<file path="config.mk">
export PLATFORM = sky130hd
export DESIGN_NAME = fetch_unit
export DESIGN_NICKNAME = d
export VERILOG_FILES = /design/src/rtl/fetch_unit_pkg.sv /design/src/rtl/fetch_unit_pc_next.sv /design/src/rtl/fetch_unit.sv
export SDC_FILE = /design/constraint.sdc
export NUM_CORES = 1
export LEC_CHECK = 0
export BUFFER_PORTS_ARGS = -buffer_cell sky130_fd_sc_hd__buf_4
export CAP_MARGIN = 20
export CORE_MARGIN = 2
export CORE_UTILIZATION = 30
export DETAILED_ROUTE_END_ITERATION = 7
export GPL_ROUTABILITY_DRIVEN = 0
export SYNTH_ARGS = -nofsm -noshare
export SYNTH_HDL_FRONTEND = slang
export SYNTH_SLANG_ARGS = --single-unit
export TNS_END_PERCENT = 10
</file>
<file path="constraint.sdc">
create_clock -name clk -period 1.8 [get_ports clk]
set_input_delay 0.09 -clock clk [delete_from_list [all_inputs] [get_ports clk]]
set_output_delay 0.09 -clock clk [all_outputs]
set_load 0.005 [all_outputs]
</file>
<file path="src/rtl/fetch_unit_pkg.sv">
// Shared fetch/decode definitions: scalar typedefs, fetch FSM states, op field and opcode constants.
// Latency: n/a (types and constants only).
// Backpressure: n/a.
package fetch_unit_pkg;

    typedef logic        u1;
    typedef logic [5:0]  u6;
    typedef logic [31:0] u32;

    // Fetch sequencing: one request outstanding, one instruction held for decode.
    typedef enum logic [1:0] {
        IDLE = 2'd0,
        REQ  = 2'd1,
        WAIT = 2'd2,
        HOLD = 2'd3
    } fetch_state_e;

    // Location of the major opcode inside an instruction word.
    localparam int OP_FIELD_HI = 31;
    localparam int OP_FIELD_LO = 26;

    localparam u32 RESET_PC_DEFAULT = 32'h0000_0000;

    // Next-PC select codes driven into fetch_unit_pc_next.
    localparam logic [1:0] PC_SEL_HOLD = 2'd0;
    localparam logic [1:0] PC_SEL_INC  = 2'd1;
    localparam logic [1:0] PC_SEL_BR   = 2'd2;
    localparam logic [1:0] PC_SEL_J    = 2'd3;

    // Major opcodes recognised by the downstream decoder.
    localparam u6 OP_RTYPE = 6'h00;
    localparam u6 OP_J     = 6'h02;
    localparam u6 OP_JAL   = 6'h03;
    localparam u6 OP_BEQ   = 6'h04;
    localparam u6 OP_BNE   = 6'h05;
    localparam u6 OP_ADDI  = 6'h08;
    localparam u6 OP_LW    = 6'h23;
    localparam u6 OP_SW    = 6'h2B;

    // Redirect targets are word addresses; the two low bits are discarded.
    function automatic u32 align_word(input u32 addr);
        return addr & 32'hFFFF_FFFC;
    endfunction

endpackage

</file>
<file path="src/rtl/fetch_unit_pc_next.sv">
// Next-PC select: hold, sequential +4 (wrapping), aligned branch target or aligned jump target.
// Latency: purely combinational, zero cycles.
// Backpressure: none; the caller decides when the selected value is loaded.
module fetch_unit_pc_next
    import fetch_unit_pkg::*;
(
    input  logic [31:0] pc,
    input  logic [1:0]  sel,
    input  logic [31:0] br_target,
    input  logic [31:0] j_target,
    output logic [31:0] pc_nxt,
    output logic [31:0] pc_plus4
);

    // Sequential successor; wraps modulo 2^32 by construction.
    assign pc_plus4 = pc + 32'd4;

    // Choose the value the PC register takes on the next edge.
    always_comb begin
        pc_nxt = pc;
        case (sel)
            PC_SEL_HOLD: pc_nxt = pc;
            PC_SEL_INC:  pc_nxt = pc_plus4;
            PC_SEL_BR:   pc_nxt = align_word(br_target);
            PC_SEL_J:    pc_nxt = align_word(j_target);
            default:     pc_nxt = pc;
        endcase
    end

endmodule

</file>
<file path="src/rtl/fetch_unit.sv">
// Instruction fetch: owns the PC, issues one imem request at a time, presents the word to decode.
// Latency: instr_valid two cycles after the accepted request when memory answers one cycle later.
// Backpressure: holds instr/op/pc while instr_ready is low; redirects discard held or in-flight words.
module fetch_unit
    import fetch_unit_pkg::*;
#(
    parameter logic [31:0] RESET_PC = RESET_PC_DEFAULT
) (
    input  logic        clk,
    input  logic        reset,
    output logic        imem_req,
    output logic [31:0] imem_addr,
    input  logic        imem_ready,
    input  logic        imem_rvalid,
    input  logic [31:0] imem_rdata,
    input  logic        redirect_br,
    input  logic [31:0] br_target,
    input  logic        redirect_j,
    input  logic [31:0] j_target,
    output logic        instr_valid,
    input  logic        instr_ready,
    output logic [31:0] instr,
    output logic [5:0]  op,
    output logic [31:0] pc,
    output logic [31:0] pc_plus4
);

    fetch_state_e state;
    logic         drop;      // in-flight response is stale and must be discarded
    logic         rst_q;     // first cycle after reset, when a leftover rvalid is tolerated
    logic         redirect;
    logic         fire;
    logic [1:0]   pc_sel;
    logic [31:0]  pc_nxt;

    assign redirect  = redirect_br | redirect_j;
    assign fire      = imem_req & imem_ready;
    assign imem_addr = pc;
    assign op        = instr_valid ? instr[OP_FIELD_HI:OP_FIELD_LO] : 6'b0;

    // PC source: redirects apply in every active state, jump over branch; +4 only when decode consumes.
    always_comb begin
        pc_sel = PC_SEL_HOLD;
        if (state != IDLE) begin
            if (redirect_j) begin
                pc_sel = PC_SEL_J;
            end else if (redirect_br) begin
                pc_sel = PC_SEL_BR;
            end else if (state == HOLD && instr_ready) begin
                pc_sel = PC_SEL_INC;
            end
        end
    end

    fetch_unit_pc_next u_pc_next (
        .pc        (pc),
        .sel       (pc_sel),
        .br_target (br_target),
        .j_target  (j_target),
        .pc_nxt    (pc_nxt),
        .pc_plus4  (pc_plus4)
    );

    // Fetch FSM with registered request/valid outputs; all fetch state lives here.
    always_ff @(posedge clk) begin
        if (reset) begin
            state       <= IDLE;
            pc          <= RESET_PC;
            drop        <= 1'b0;
            instr       <= 32'h0;
            imem_req    <= 1'b0;
            instr_valid <= 1'b0;
        end else begin
            pc <= pc_nxt;
            case (state)
                IDLE: begin
                    state    <= REQ;
                    imem_req <= 1'b1;
                end
                REQ: begin
                    // A redirect coinciding with acceptance makes that request stale.
                    if (fire) begin
                        state    <= WAIT;
                        imem_req <= 1'b0;
                        drop     <= redirect;
                    end
                end
                WAIT: begin
                    if (imem_rvalid) begin
                        if (drop || redirect) begin
                            drop     <= 1'b0;
                            state    <= REQ;
                            imem_req <= 1'b1;
                        end else begin
                            instr       <= imem_rdata;
                            state       <= HOLD;
                            instr_valid <= 1'b1;
                        end
                    end else if (redirect) begin
                        drop <= 1'b1;
                    end
                end
                HOLD: begin
                    // A redirect wins over consumption: the held word is simply abandoned.
                    if (redirect || instr_ready) begin
                        state       <= REQ;
                        imem_req    <= 1'b1;
                        instr_valid <= 1'b0;
                    end
                end
                default: begin
                    state       <= IDLE;
                    imem_req    <= 1'b0;
                    instr_valid <= 1'b0;
                end
            endcase
        end
    end

    // Remember that the previous cycle was in reset, so a response from before reset is not flagged.
    always_ff @(posedge clk) begin
        rst_q <= reset;
    end

    a_no_rvalid_without_request: assert property (@(posedge clk) disable iff (reset)
        !(imem_rvalid && !rst_q && (state == IDLE || state == REQ)));

    a_instr_valid_known: assert property (@(posedge clk) disable iff (reset)
        !$isunknown(instr_valid));

endmodule

</file>
==> metrics.txt, run 1 <==
TritonCTS clock tree=done; power spent charging and discharging nets=1.902 mW; setup repair after global routing missed its margin=true; Die Outline Area=15040 sq um; master cell of the clock root buffer=clkbuf_16; detailed router's first-iteration violation count=292; per-instance average area after synthesis=about 7.7 sq um; Logic pwr share=around 40%; Storage cell area=1363 sq um; number of unique standard cell types used by synthesis=65; clock slew seen by the registers of the worst setup and hold paths=around 0.050 ns; Pwr Density=about 820 nW/um^2; internal power=4.087 mW; fraction of power spent switching nets=approximately a third; violated checks=negative setup slack; area added between synthesis and finish=73.47%; combined area of all synthesized cells=4222 sq um; Congestion Overflow GR=0; clock network latency to the later pin of the worst-skew pair=roughly 0.34 ns; antenna cells=0; Worst Hold Margin=approximately 0.012 ns; Crit Path Max Fanout=4; ANT nets after route=0; via density per instance=5.080; overall routing resource usage=between 20% and 30%; Setup CP Type=flip-flop to output port; vias=5171; total wire length after detailed routing=about 16000 microns; total count of hold-check failures in the final report=0; Post-synth EDFFs=0; Max Freq=slightly above 500 MHz; share of layout cells above drive strength 1=48.57%; die span in x=122.6 microns; Setup crit end kind=output port; clock net sink count=67; CP arrival=1.88 ns; initial core utilization=30.53%; Min-Delay Path Class=primary input to flip-flop; hpwl dp=roughly 12000 microns; fraction of power consumed by the clock network=roughly 30%; Synth Register Bits=67; proportion of synthesized flip-flops having asynchronous set or reset=0%; leakage power of the design=3.355 nW; max capacitance violation total=0; minimum setup slack in the final design=-0.1727 ns; core occupancy in the finished layout=52.96%; Post-synth top flop=dfxtp_1; filler instances=between 1000 and 1500; maximum number of pins on one net before global-route repair=38; part of the Yosys area used for sequential elements=between 30% and 40%; count of endpoints failing setup in the final report=16; global-route wire length before repair=24570 microns; Die Ht=122.6 microns; number of cells in the design after placement=963; Row Count=43; Std-Cell Core Area=13830 sq um; TritonRoute pass-1 iters=5; Boundary Pins=about 240; number of design rule violations left after detail routing=0; count of final max-slew check failures=0; post-layout min period=1.973 ns; number of buffers on the longest clock path=2; share of power burned in registers=30.1%; number of standard cells after synthesis=550; Total Nets Final=approximately 940; synth warn=0; run status=finished with violations; initial antenna violation count=0; Tcrit/Tclk final=109.6%; wire length per cell after detailed routing=around 16 microns; count of placed standard cells in the final layout, fillers left out=1018; Port Buf Inserts=228; type of origin of the critical path=flip-flop; TritonCTS Buffers=9; vias in the first global route=4900; post-route clock skew=0.003891 ns; count of H-tree levels built during CTS=3; maximum vdd drop=0.0003310 V; Data required, critical path=roughly 1.7 ns; multi-input logic area=around 2700 sq um
## per-stage QoR
step	power (mW)	TNS [ns]	worst slack, ns	area (sq um)
6_report	5.989	-1.805	-0.1727	7323
5_1_grt	6.305	-3.625	-0.2479	7323
4_1_cts	5.938	-4.080	-0.2928	7014
3_5_place_dp	4.074	-0.4294	-0.07133	6364
3_3_place_gp	4.043	-0.05423	-0.01645	6364
2_1_floorplan	2.883	-0.3782	-0.06737	4253
## cell type report
class	instances	share of cell area [%]
Clock buffer	13	3.554
Clock inverter	2	0.4784
Inverter	10	0.5126
Multi-Input combinational cell	403	36.90
Sequential cell	67	18.61
Tap cell	180	3.075
Timing Repair Buffer	343	36.87
## Yosys cell counts (4+ instances only)
master	instances	area, sq um
and3_1	8	50.05
nor3_1	10	50.05
nand3_1	16	80.08
o21ai_0	27	135.1
xor2_1	9	78.83
a31oi_1	6	37.54
buf_2	10	50.05
inv_1	10	37.54
a22oi_1	16	120.1
nor4_1	5	31.28
nand4_1	6	37.54
clkbuf_1	26	97.59
a222oi_1	5	50.05
a2bb2oi_1	5	43.79
and2_1	7	43.79
ha_1	6	75.07
buf_4	36	270.3
nor2_1	38	142.6
xnor2_1	19	166.4
or3_1	5	31.28
nand2b_1	4	25.02
a21oi_1	53	265.3
nor2b_1	4	25.02
nand2_1	87	326.6
dfxtp_1	67	1341
## cell usage in the layout (no fill, tap or decap), types with 6 or more instances in the layout
cell and n:
xnor2_2 8, nand4_1 6, a22oi_1 15, inv_1 9, dfxtp_2 14, nor2_1 33
xnor2_1 11, conb_1 6, xor2_1 9, dfxtp_1 52, and2_1 7, buf_6 6
a21oi_1 51, nand2_1 85, clkbuf_16 9, nand3_1 11, o21ai_0 27, buf_4 308
dlygate4sd3_1 26
## per-layer routing
metal	up-vias	part of all wire, %	global-route usage, %
li1	2472	-	-
met1	2406	39	23.99
met2	258	49	36.08
met3	35	9.1	5.344
met4	0	3.1	10.63
met5	-	0	0
## flip-flops by register name, indices dropped and copies added, names as in the netlist
register	cells
instr	32
imem_addr	30
drop	1
instr_valid	1
imem_req	1
state	2
## cells by family (layout without fill, tap and decap cells)
| kind of cell | after synthesis | count (layout) | synth area share (%) |
|---|---|---|---|
| compound gates | 147 | 147 | 22.59 |
| xor+xnor | 28 | 28 | 5.809 |
| fa+ha+maj | 6 | 6 | 1.778 |
| buf+inv | 85 | 368 | 11.11 |
| flops | 67 | 67 | 31.77 |
| mux | 3 | 3 | 0.7410 |
| other cells | 1 | 6 | 0.08883 |
| simple gates | 213 | 213 | 26.11 |
## worst max-delay path: stages, from the launching register on
cell and delay [ns]:
dfxtp_2 0.35, nand4_4 0.14, nor4_4 0.36, buf_4 0.21, nand3_4 0.09, buf_6 0.14, xnor2_2 0.12, buf_4 0.14
## worst paths after layout
kind / from / end / slack [ns] / cells after the start
worst max-delay path: imem_addr[13] / pc_plus4[28] / -0.17 / 7
worst min-delay path: imem_rdata[2] / instr[2] / 0.01 / 3
worst max register to register: imem_addr[13] / imem_addr[25] / 0.01 / 7
worst min register to register: instr[19] / instr[19] / 0.46 / 2
## power by group through the flow
stage | Sequential, mW | Clock (mW) | Combinational, mW
4_1_cts | 1.79 | 1.81 | 2.34
3_5_place_dp | 1.80 | 0 | 2.27
2_1_floorplan | 1.86 | 0 | 1.02
6_report | 1.80 | 1.77 | 2.41
5_1_grt | 1.83 | 1.87 | 2.61
3_3_place_gp | 1.80 | 0 | 2.25
## timing repair
action,in CTS,in global routing
buffers inserted,2,12
hold buffers,26,0
pin swaps,6,19
hold endpoints to repair,26,0
setup endpoints to repair,37,81
resized for setup,18,59
Note: power is estimated with default switching activity, not from simulation.
==> inputs of run 2 (changes only) <==
- CAP_MARGIN: 20 -> 30
- clock period: 1.8 -> 2.3 ns (I/O delays scaled with it)
==> metrics.txt, run 2 (same netlist as run 1, synthesis figures left out) <==
post-layout min period=2.216 ns; vias=4826; Max Freq=451.3 MHz; Total Nets Final=between 800 and 900; Worst Hold Margin=0.02195 ns; TritonRoute pass-1 iters=5; area added between synthesis and finish=50.15%; post-cts hold buffer count=0; setup repair after global routing missed its margin=true; Die Outline Area=15040 sq um; clock slew seen by the registers of the worst setup and hold paths=0.06 ns; maximum number of pins on one net before global-route repair=35; leakage power of the design=2.834 nW; Row Count=43; overall routing resource usage=20.34%; total placed instance area=6007 sq um; count of H-tree levels built during CTS=3; Port Buf Inserts=approximately 230; CP arrival=2.10 ns; Tcrit/Tclk final=96.35%; share of layout cells above drive strength 1=39.50%; run status=finished clean; TritonCTS Buffers=9; count of endpoints failing setup in the final report=0; Std-Cell Core Area=13830 sq um; Crit Path Max Fanout=8; via density per instance=5.150; count of placed standard cells in the final layout, fillers left out=937; initial core utilization=30.53%; max capacitance violation total=0; count of final max-slew check failures=0; hpwl dp=~12000 microns; vias in the first global route=4531; clock net sink count=67; ANT nets after route=0; Congestion Overflow GR=0; antenna cells=0; type of origin of the critical path=flip-flop; Boundary Pins=roughly 240; wire length per cell after detailed routing=16.54 microns; Setup crit end kind=output port; detailed router's first-iteration violation count=259; most frequent cells in the layout=buf_4 (260), nand2_1 (87), dfxtp_1 (65); Min-Delay Path Class=primary input to flip-flop; initial antenna violation count=0; master cell of the clock root buffer=clkbuf_16; TritonCTS clock tree=done; number of design rule violations left after detail routing=0; Finished Cell Area=6339 sq um; Data required, critical path=2.18 ns; total wire length after detailed routing=15500 microns; total count of hold-check failures in the final report=0; Setup CP Type=flip-flop to output port; Pwr Density=between 600 and 700 nW/um^2; global-route wire length before repair=23670 microns; post-route clock skew=0.005165 ns; Biggest register=instr; clock network latency to the later pin of the worst-skew pair=between 0.3 and 0.4 ns; core occupancy in the finished layout=45.84%; Power, Total=between 4 and 5 mW; number of cells in the design after placement=920; Die Ht=about 120 microns; maximum vdd drop=around 0.00031 V; number of buffers on the longest clock path=2; Largest register FFs=32; most common cell after layout, fill and taps aside=buf_4; die span in x=about 120 microns
## run 2: report_power, final
| part | internal [mW] | total [mW] | switching (mW) |
|---|---|---|---|
| Clock | 0.868 | 1.37 | 0.504 |
| Sequential | 1.27 | 1.43 | 0.162 |
| Combinational | 0.831 | 1.59 | 0.759 |
## run 2: per-stage QoR
step,setup WS [ns],TNS (ns)
after floorplan,0.3141,0
after global placement,0.2971,0
after detailed placement,0.2330,0
after CTS,0.04111,0
after global routing,-0.03588,-0.06904
final,0.08396,0
## run 2: cell type report
class,instances,area [sq um]
well taps,180,225.2
flip-flops and latches,67,1344
clock inverters,2,35.03
repair buffers,261,1972
clock buffers,14,254.0
fillers,1400,7488
inverters,10,37.54
multi-input cells,403,2471
## run 2: path summary, 6_finish.rpt
check,from,to,slack (ns),cells after the start
min,imem_rdata[15],instr[15],0.02,3
max,imem_addr[20],pc_plus4[31],0.08,5
max reg2reg,state[0],imem_addr[18],0.23,6
min reg2reg,instr[19],instr[19],0.45,2
## run 2: metal layers
layer | global-route usage, % | up-vias | wire length (microns)
met2 | 35.66 | 230 | 7718
met3 | 6.366 | 14 | 1490
met5 | 0 | - | 0
met4 | 6.322 | 0 | 212
li1 | - | 2314 | -
met1 | 23.55 | 2268 | 6077
## run 2: critical path: stages, from the launching register on
cell	delay [ns]
dfxtp_1	0.53
nand3_4	0.15
nor4_4	0.45
and4_2	0.34
xor2_1	0.16
buf_4	0.13
## run 2: timing repair
| item | 4_1_cts | 5_1_grt |
|---|---|---|
| endpoints found under the setup margin | 1 | 9 |
| setup buffers | 0 | 1 |
| gates resized for setup | 1 | 7 |
| pin swaps | 0 | 1 |
==> inputs of run 3 (changes only) <==
- clock period: 2.3 -> 2 ns (I/O delays scaled with it)
==> metrics.txt, run 3 (same netlist as run 1, synthesis figures left out) <==
run status=finished clean; global route hottest layer=met2; fraction of power consumed by the clock network=30.0%; TritonRoute pass-1 iters=5; Row Count=43; core occupancy in the finished layout=48.37%; leakage power of the design=3.011 nW; internal power=about 3.5 mW; Data required, critical path=1.90 ns; initial core utilization=30.53%; Reg-to-Reg End=imem_addr[24]; die span in x=122.6 microns; detailed router's first-iteration violation count=338; worst reg2reg path startpoint=imem_addr[2]; antenna cells=0; type of origin of the critical path=flip-flop; area added between synthesis and finish=58.42%; master cell of the clock root buffer=clkbuf_16; share of layout cells above drive strength 1=44.83%; number of buffers on the longest clock path=2; ANT nets after route=0; count of placed standard cells in the final layout, fillers left out=963; total count of hold-check failures in the final report=0; initial antenna violation count=0; global routing met3 resource utilization=approximately 6.7%; count of endpoints failing setup in the final report=0; fraction of power spent switching nets=~32%; worst hold start=imem_rdata[6]; number of cells in the design after placement=935; count of final max-slew check failures=0; global routing usage on met2=36.04%; maximum vdd drop=0.0003502 V; vias=4976; wire length per cell after detailed routing=17.15 microns; Pwr Density=a little under 800 nW/um^2; instance count along the most critical hold path=3; post-route clock skew=0.003043 ns; Largest register FFs=32; Biggest register=instr; clock network latency to the later pin of the worst-skew pair=0.33 ns; most common cell after layout, fill and taps aside=buf_4; hpwl dp=12340 microns; Setup crit end kind=output port; global-route wire length before repair=24880 microns; clock net sink count=67; Boundary Pins=239; Total Nets Final=887; power spent charging and discharging nets=about 1.7 mW; post-layout min period=1.978 ns; overall routing resource usage=21.26%; Crit Path Max Fanout=6; Tcrit/Tclk final=98.90%; CP arrival=1.88 ns; via density per instance=~5.2; Logic pwr share=a little under 40%; max capacitance violation total=0; Std-Cell Core Area=13830 sq um; maximum number of pins on one net before global-route repair=35; Die Ht=122.6 microns; Setup CP Type=flip-flop to output port; most frequent cells in the layout=buf_4 (281), nand2_1 (87), a21oi_1 (52); number of design rule violations left after detail routing=0; Min-Delay Path Class=primary input to flip-flop; Storage cell area=about 1400 sq um; share of power burned in registers=31.4%; Die Outline Area=15040 sq um; count of H-tree levels built during CTS=3; filler instances=1360; Worst Hold Path EP=instr[6]; met1 global-route usage=24.29%; total wire length after detailed routing=16510 microns; TritonCTS clock tree=done; setup repair after global routing missed its margin=true; register-to-register setup slack=0.06 ns; multi-input logic area=2564 sq um; clock slew seen by the registers of the worst setup and hold paths=about 0.050 ns; Max Freq=505.6 MHz; cells on worst reg2reg path=8; vias in the first global route=4864; TritonCTS Buffers=9; Port Buf Inserts=228; sum of negative setup slack=0 ns; Congestion Overflow GR=0
==> run 3: power groups by stage <==
stage               combinational, mW  clock, mW  sequential, mW
global placement                 1.89          0            1.63
global route                     2.17       1.67            1.65
floorplan                       0.913          0            1.68
detailed placement               1.93          0            1.63
CTS                              1.96       1.60            1.62
finish                           2.00       1.56            1.64
==> run 3: critical path, stage by stage, from the launching register on <==
cell,delay [ns]
dfxtp_2,0.35
nand4_4,0.18
nor4_4,0.29
buf_4,0.19
and4_4,0.24
xor2_1,0.16
buf_4,0.13
==> run 3: what timing repair did <==
item / 4_1_cts / 5_1_grt
hold buffers: 0 / 0
setup buffers: 5 / 7
pin swaps: 6 / 10
gates resized for setup: 19 / 30
setup endpoints to repair: 15 / 24
==> run 3: routing by layer <==
layer | vias up | share of wire (%) | wire (microns)
met5 | - | 0 | 0
met4 | 0 | 2.7 | 439
met3 | 36 | 9.7 | 1597
met2 | 256 | 48 | 7924
met1 | 2316 | 40 | 6549
li1 | 2368 | - | -
==> run 3: how the worst max path moves through the flow <==
| stage | startpoint | end | depth (start not counted) |
|---|---|---|---|
| 6_report | imem_addr[10] | pc_plus4[31] | 6 |
| 3_5_place_dp | state[0] | imem_addr[13] | 7 |
| 2_1_floorplan | imem_addr[2] | imem_addr[24] | 6 |
| 4_1_cts | imem_addr[2] | pc_plus4[31] | 7 |
| 5_1_grt | imem_addr[6] | pc_plus4[31] | 6 |
| 3_3_place_gp | state[0] | imem_addr[24] | 5 |
==> run 3: per-stage QoR <==
stage | setup slack, ns | instance area, sq um | hold slack (ns) | power [mW]
2_1_floorplan | 0.01406 | 4240 | 0.2360 | 2.588
3_3_place_gp | 0.1269 | 6145 | 0.3464 | 3.522
3_5_place_dp | -0.01243 | 6145 | 0.3577 | 3.561
4_1_cts | -0.03097 | 6535 | 0.002296 | 5.189
5_1_grt | -0.06319 | 6688 | 0.007573 | 5.497
6_report | 0.02196 | 6688 | 0.01393 | 5.203
==> run 3: area by class of cell <==
| cell class | instances | share of cell area, % |
|---|---|---|
| Sequential cell | 67 | 20.47 |
| Multi-Input combinational cell | 403 | 38.33 |
| Tap cell | 180 | 3.368 |
| Timing Repair Buffer | 287 | 32.95 |
| Inverter | 10 | 0.5613 |
| Clock buffer | 14 | 3.798 |
| Clock inverter | 2 | 0.5239 |
